[src/rtl/cpu_clock_reset_seq.sv]
// CPU PLL power-up/lock supervisor: drives PLL reset, qualifies the synchronized lock, gates system reset.
// Latency: sysReset releases PLL_RST_CYCLES+1+STABLE_CYCLES edges after reset with lock steady; no backpressure.
module cpu_clock_reset_seq #(
    parameter int PLL_RST_CYCLES = 16,
    parameter int LOCK_TIMEOUT   = 100000,
    parameter int STABLE_CYCLES  = 1024
) (
    input  logic       clkin,
    input  logic       reset,
    input  logic       locked,
    output logic       pllReset,
    output logic       sysReset,
    output logic       ready,
    output logic [7:0] retryCount,
    output logic [1:0] state
);

    localparam int MAX_AB  = (PLL_RST_CYCLES > LOCK_TIMEOUT) ? PLL_RST_CYCLES : LOCK_TIMEOUT;
    localparam int MAX_CYC = (MAX_AB > STABLE_CYCLES) ? MAX_AB : STABLE_CYCLES;
    localparam int CW      = $clog2(MAX_CYC);

    localparam logic [CW-1:0] RST_LAST = CW'(PLL_RST_CYCLES - 1);
    localparam logic [CW-1:0] TMO_LAST = CW'(LOCK_TIMEOUT - 1);
    localparam logic [CW-1:0] STB_LAST = CW'(STABLE_CYCLES - 1);

    typedef enum logic [1:0] {
        PLL_RST   = 2'd0,
        WAIT_LOCK = 2'd1,
        STABLE    = 2'd2,
        RUN       = 2'd3
    } state_t;

    state_t        state_q;
    state_t        state_d;
    logic [CW-1:0] cnt_q;
    logic [CW-1:0] cnt_d;
    logic [7:0]    retry_d;
    logic [7:0]    retry_sat;
    logic          lock_s1;
    logic          lock_sync;

    // locked comes straight from the PLL; only lock_sync may reach the FSM
    always_ff @(posedge clkin) begin
        if (reset) begin
            lock_s1   <= 1'b0;
            lock_sync <= 1'b0;
        end else begin
            lock_s1   <= locked;
            lock_sync <= lock_s1;
        end
    end

    assign retry_sat = (retryCount == 8'hFF) ? retryCount : retryCount + 8'd1;

    always_comb begin
        state_d = state_q;
        cnt_d   = cnt_q;
        retry_d = retryCount;
        case (state_q)
            PLL_RST: begin
                if (cnt_q == RST_LAST) begin
                    state_d = WAIT_LOCK;
                    cnt_d   = '0;
                end else begin
                    cnt_d = cnt_q + CW'(1);
                end
            end
            WAIT_LOCK: begin
                if (lock_sync) begin
                    state_d = STABLE;
                    cnt_d   = '0;
                end else if (cnt_q == TMO_LAST) begin
                    state_d = PLL_RST;
                    cnt_d   = '0;
                    retry_d = retry_sat;
                end else begin
                    cnt_d = cnt_q + CW'(1);
                end
            end
            STABLE: begin
                // a lock drop outranks reaching the terminal count
                if (!lock_sync) begin
                    state_d = WAIT_LOCK;
                    cnt_d   = '0;
                end else if (cnt_q == STB_LAST) begin
                    state_d = RUN;
                end else begin
                    cnt_d = cnt_q + CW'(1);
                end
            end
            RUN: begin
                if (!lock_sync) begin
                    state_d = PLL_RST;
                    cnt_d   = '0;
                    retry_d = retry_sat;
                end
            end
            default: begin
                state_d = PLL_RST;
                cnt_d   = '0;
            end
        endcase
    end

    // outputs are registered from the next state so they change on the same edge as state
    always_ff @(posedge clkin) begin
        if (reset) begin
            state_q    <= PLL_RST;
            cnt_q      <= '0;
            retryCount <= 8'd0;
            pllReset   <= 1'b1;
            sysReset   <= 1'b1;
            ready      <= 1'b0;
        end else begin
            state_q    <= state_d;
            cnt_q      <= cnt_d;
            retryCount <= retry_d;
            pllReset   <= (state_d == PLL_RST);
            sysReset   <= (state_d != RUN);
            ready      <= (state_d == RUN);
        end
    end

    assign state = state_q;

endmodule

[config.mk]
export PLATFORM = sky130hd
export DESIGN_NAME = cpu_clock_reset_seq
export DESIGN_NICKNAME = d
export VERILOG_FILES = /design/src/rtl/cpu_clock_reset_seq.sv
export SDC_FILE = /design/constraint.sdc
export NUM_CORES = 1
export LEC_CHECK = 0
export CORE_MARGIN = 2
export CORE_UTILIZATION = 50
export CTS_CLUSTER_SIZE = 24
export DETAILED_ROUTE_END_ITERATION = 8
export MAX_ROUTING_LAYER = met4
export PLACE_DENSITY = 0.72
export SYNTH_ARGS = -nofsm -noshare
export SYNTH_HDL_FRONTEND = slang
export SYNTH_SLANG_ARGS = --single-unit
[constraint.sdc]
create_clock -name clkin -period 2.45 [get_ports clkin]
set_clock_uncertainty 0.2 [all_clocks]
set_input_delay 0.735 -clock clkin [delete_from_list [all_inputs] [get_ports clkin]]
set_output_delay 0.735 -clock clkin [all_outputs]
set_load 0.01 [all_outputs]
==> results by stage <==
Setup path:
- The length in cells of the worst reg-to-reg path is 6.
- Of all nets on the critical path, the largest fanout is 6.
- The kind of critical path is reg -> out.
- The critical register-to-register path startpoint is cnt_q[12].
- The critical path launch point is state[1].
- The cell family contributing the most delay on the critical path is buffers and inverters.
- The buffer and inverter count on the worst path is 1.
- The data arrival time at the worst-slack endpoint is 1.36 ns.
- STA classifies the critical path startpoint as a flop.
- The highest-delay cell along the critical path is sky130_fd_sc_hd__clkdlybuf4s50_1.
- STA puts the critical path data required time at 1.51 ns.
- For this run, the slowest stage of the critical path takes 0.58 ns.
- The minimum setup slack among reg-to-reg paths is 0.25 ns.
- The worst register-to-register path ends at cnt_q[8].
- The endpoint kind of the worst setup timing path is a primary output.
- Walking the worst path, the cells encountered are clkdlybuf4s50_1.

Pwr:
- The internal power summed over all cells is 0.6777 mW.
- The net switching power is 0.1860 mW.
- In this run switching power makes up 21.53% of total power.
- The clock network is responsible for 35.6% of the overall power.
- The maximum ir drop on the vdd rail is 0.2164 mV.
- The share of total power dissipated in sequential elements is 61.4%.
- Per report_power, the combinational group accounts for 3.0% of the total.
- The static leakage is 0.6167 nW.
- The total power consumption of the routed design is 0.8636 mW.
- The ratio of total power to cell area is 479.7 nW/um^2.

Detailed routing:
- The DRC violation total after the first TritonRoute iteration is 69.
- The final layout contains routed wiring with a total length of 2.950 mm.
- Before antenna repair, the detailed router went through 4 iterations.
- Dividing the detail-routed wire length by the instance count gives 12.72 um.
- For this run, design rule violations remaining after detail routing come to 0.
- The number of vias in the routed layout is 1274.
- The per-cell via count in the routed design is 5.491.
- The count of nets left with antenna violations once routing finished came out at 0.

Worst hold path:
- The type of the worst min-delay path is reg -> reg.
- Counting instances, the worst hold path has a depth of 1.
- The startpoint of the lowest-slack hold path is lock_s1.
- The endpoint of the worst hold path is lock_sync.

Layout:
- The summed area of non-filler cells in the final layout is 1800 um^2.
- The count of cells in the finished layout, fillers not included, comes to 232.
- The number of antenna diodes in the final layout is 0.
- Cells fill 59.96% of the core in the end.
- The fraction of layout instances using a drive strength above 1 is 11.56%.
- Leaving out fill and tap cells, the most frequent cells in the layout are sky130_fd_sc_hd__dfxtp_1, sky130_fd_sc_hd__nor2_1, sky130_fd_sc_hd__nand2_1.
- The area growth from synthesis to final layout is 16.42%.
- The number of nets at the end of the flow is 203.
- The commonest non-fill, non-tap cell in the layout is sky130_fd_sc_hd__dfxtp_1.

Clocking:
- The number of CTS-inserted buffers is 5.
- In this run the clock root is driven by a sky130_fd_sc_hd__clkbuf_4.
- Clock-pin slew was measured on the worst setup and hold paths at 0.09 ns.
- The clock passes through at most 2 buffers.
- The number of sinks on the clock net is 32.
- The depth of the CTS H-tree is 2.
- The number of post-CTS setup repair buffers is 0.
- At the later pin of the worst-skew pair, clock insertion delay measures 0.33 ns.
- TritonCTS built the clock tree.

Floorplan:
- The core region is 3003 um^2.
- The number of placement rows is 20.
- The height of the die is 59.62 um.
- The overall die area is 3554 um^2.
- The I/O pin total is 16.
- The die is 59.62 um wide.
- Once the floorplan was initialized, standard cells occupied 51.50% of the core.

Yosys:
- The count of warnings emitted by yosys is 0.
- After synthesis, flip-flops and latches occupy 41.42% of the total area.
- In the synthesized netlist the dominant register cell turns out to be sky130_fd_sc_hd__dfxtp_1.
- The share of the synthesized area in compound gates (AO/OA/AOI/OAI) is 13.11%.
- The main combinational cell family by area after synthesis is simple AND/OR/NAND/NOR gates.
- The synthesized netlist cell count is 177.
- Yosys mapped a number of flops with a built-in enable equal to 0.
- In this run the cell area of the synthesized design comes to 1546 um^2.
- The share of synthesized cell area in full adder, half adder and majority cells is 1.618%.
- After synthesis the netlist holds a flip-flop and latch count of 32.
- The xor/xnor cell area share of the yosys netlist is 9.628%.
- Of all flip-flops after synthesis, the portion carrying an async set or reset was 0%.
- The number of nets in the synthesized netlist is 182.
- A synthesized cell averages 8.737 um^2.
- The post-synthesis share of cell area spent on and, or, nand and nor gates is 31.15%.
- The multiplexer fraction of the synthesized cell area is 0%.
- The netlist uses 41 different library cells.

GRT:
- The global-route congestion overflow total is 0.
- The first global-routing pass estimated 5.326 mm of wire.
- The pin count of the biggest net entering global routing is 18.
- The number of antenna violations at the first check in global routing is 0.
- The via count of the first global-routing pass came to 1221.
- The combined global-route utilization of all metal layers is 20.72%.

Placed design:
- The number of placed instances with taps included is 224.
- The final weighted congestion of routability-driven global placement is 0.8318.
- The placed instances occupy a cell area of 1735 um^2.
- The placed wire-length estimate after detailed placement is 2.250 mm.
- The count of buffers added on input and output ports is 15.

Timing:
- Timing would allow up to 435.1 MHz.
- The worst slew slack as a fraction of its limit is 62.09%.
- Setup repair after global routing left no endpoint under its margin.
- The worst path uses 93.82% of the clock period.
- The final setup TNS is 0 ns.
- The final-report hold violation count was 0.
- For the pin with the worst max-slew slack, the measured transition is 0.5649 ns.
- The final number of max-transition violations was 0.
- The setup violation total in the final timing report is 0.
- Subtracting the final worst setup slack from the clock period gives 2.299 ns.

Run status:
- The flow ran to the end, and the final reports show no timing, DRC or antenna violations.

Flow run:
- The max-capacitance violation count is 0.
cell families after synthesis:
group	after synthesis
flip-flops	32
buffers and inverters	10
AO/OA/AOI/OAI	31
AND/OR/NAND/NOR	85
adder cells (fa/ha/maj)	2
XOR/XNOR	17
power by group through the flow:
| stage | Combinational [mW] | Clock (mW) | Sequential (mW) |
|---|---|---|---|
| after detailed placement | 0.0260 | 0 | 0.543 |
| after CTS | 0.0262 | 0.316 | 0.530 |
| final | 0.0256 | 0.308 | 0.530 |
| after floorplan | 0.0195 | 0 | 0.541 |
| after global placement | 0.0249 | 0 | 0.542 |
| after global routing | 0.0300 | 0.349 | 0.532 |
registers in the layout, indices dropped and copies added, names as in the netlist:
| register | count |
|---|---|
| cnt_q | 17 |
| retryCount | 8 |
| state | 2 |
| lock_s1 | 1 |
| lock_sync | 1 |
| pllReset | 1 |
| ready | 1 |
| sysReset | 1 |
per-stage QoR:
stage          hold slack (ns)  setup WS, ns
2_1_floorplan           0.2138        0.4274
3_3_place_gp            0.2154        0.2759
3_5_place_dp            0.2260        0.2068
4_1_cts                 0.2528        0.1543
5_1_grt                 0.2760      0.005107
6_report                0.2494        0.1515
synthesized netlist by cell type, types with 2 or more instances:
library cell                number  area, um^2
sky130_fd_sc_hd__dfxtp_1        32       640.6
sky130_fd_sc_hd__nor2_1         27       101.4
sky130_fd_sc_hd__nand2_1        16       60.06
sky130_fd_sc_hd__a21oi_1        11       55.05
sky130_fd_sc_hd__o21ai_0         9       45.04
sky130_fd_sc_hd__xor2_1          9       78.83
sky130_fd_sc_hd__xnor2_1         8       70.07
sky130_fd_sc_hd__nand3_1         7       35.03
sky130_fd_sc_hd__inv_1           6       22.52
sky130_fd_sc_hd__nor3_1          6       30.03
sky130_fd_sc_hd__or3_1           5       31.28
sky130_fd_sc_hd__nand4_1         3       18.77
sky130_fd_sc_hd__nor4_1          3       18.77
sky130_fd_sc_hd__and4_1          2       17.52
sky130_fd_sc_hd__buf_2           2       10.01
sky130_fd_sc_hd__ha_1            2       25.02
sky130_fd_sc_hd__nor2b_1         2       12.51
sky130_fd_sc_hd__nor3b_1         2       15.01
sky130_fd_sc_hd__o2111ai_1       2       17.52
sky130_fd_sc_hd__o41ai_1         2       17.52
per-layer routing:
| metal | vias to the layer above | track usage [%] | share of wire (%) |
|---|---|---|---|
| met5 | - | - | 0 |
| met4 | 0 | 8.571 | 1.9 |
| met1 | 588 | 23.18 | 46 |
| met2 | 14 | 33.59 | 49 |
| li1 | 665 | - | - |
| met3 | 7 | 7.205 | 3.1 |
final cells by class:
cell class              instances  area, um^2
flip-flops and latches         32       640.6
inverters                       6       22.52
well taps                      33       41.29
fillers                       280        1202
clock buffers                   8       58.81
multi-input cells             135       864.6
repair buffers                 18       172.7
worst max path at each step:
stage / to / slack [ns] / depth (start not counted)
2_1_floorplan: cnt_q[10] / 0.43 / 7
3_3_place_gp: retryCount[5] / 0.28 / 7
3_5_place_dp: retryCount[7] / 0.21 / 7
4_1_cts: state[1] / 0.15 / 1
5_1_grt: cnt_q[14] / 0.005 / 7
6_report: state[1] / 0.15 / 1
repair_timing:
item | 4_1_cts | 5_1_grt
hold buffers | 0 | 0
endpoints found under the setup margin | 0 | 2
gates resized for setup | 0 | 1
Power figures use the tool's default switching activity.
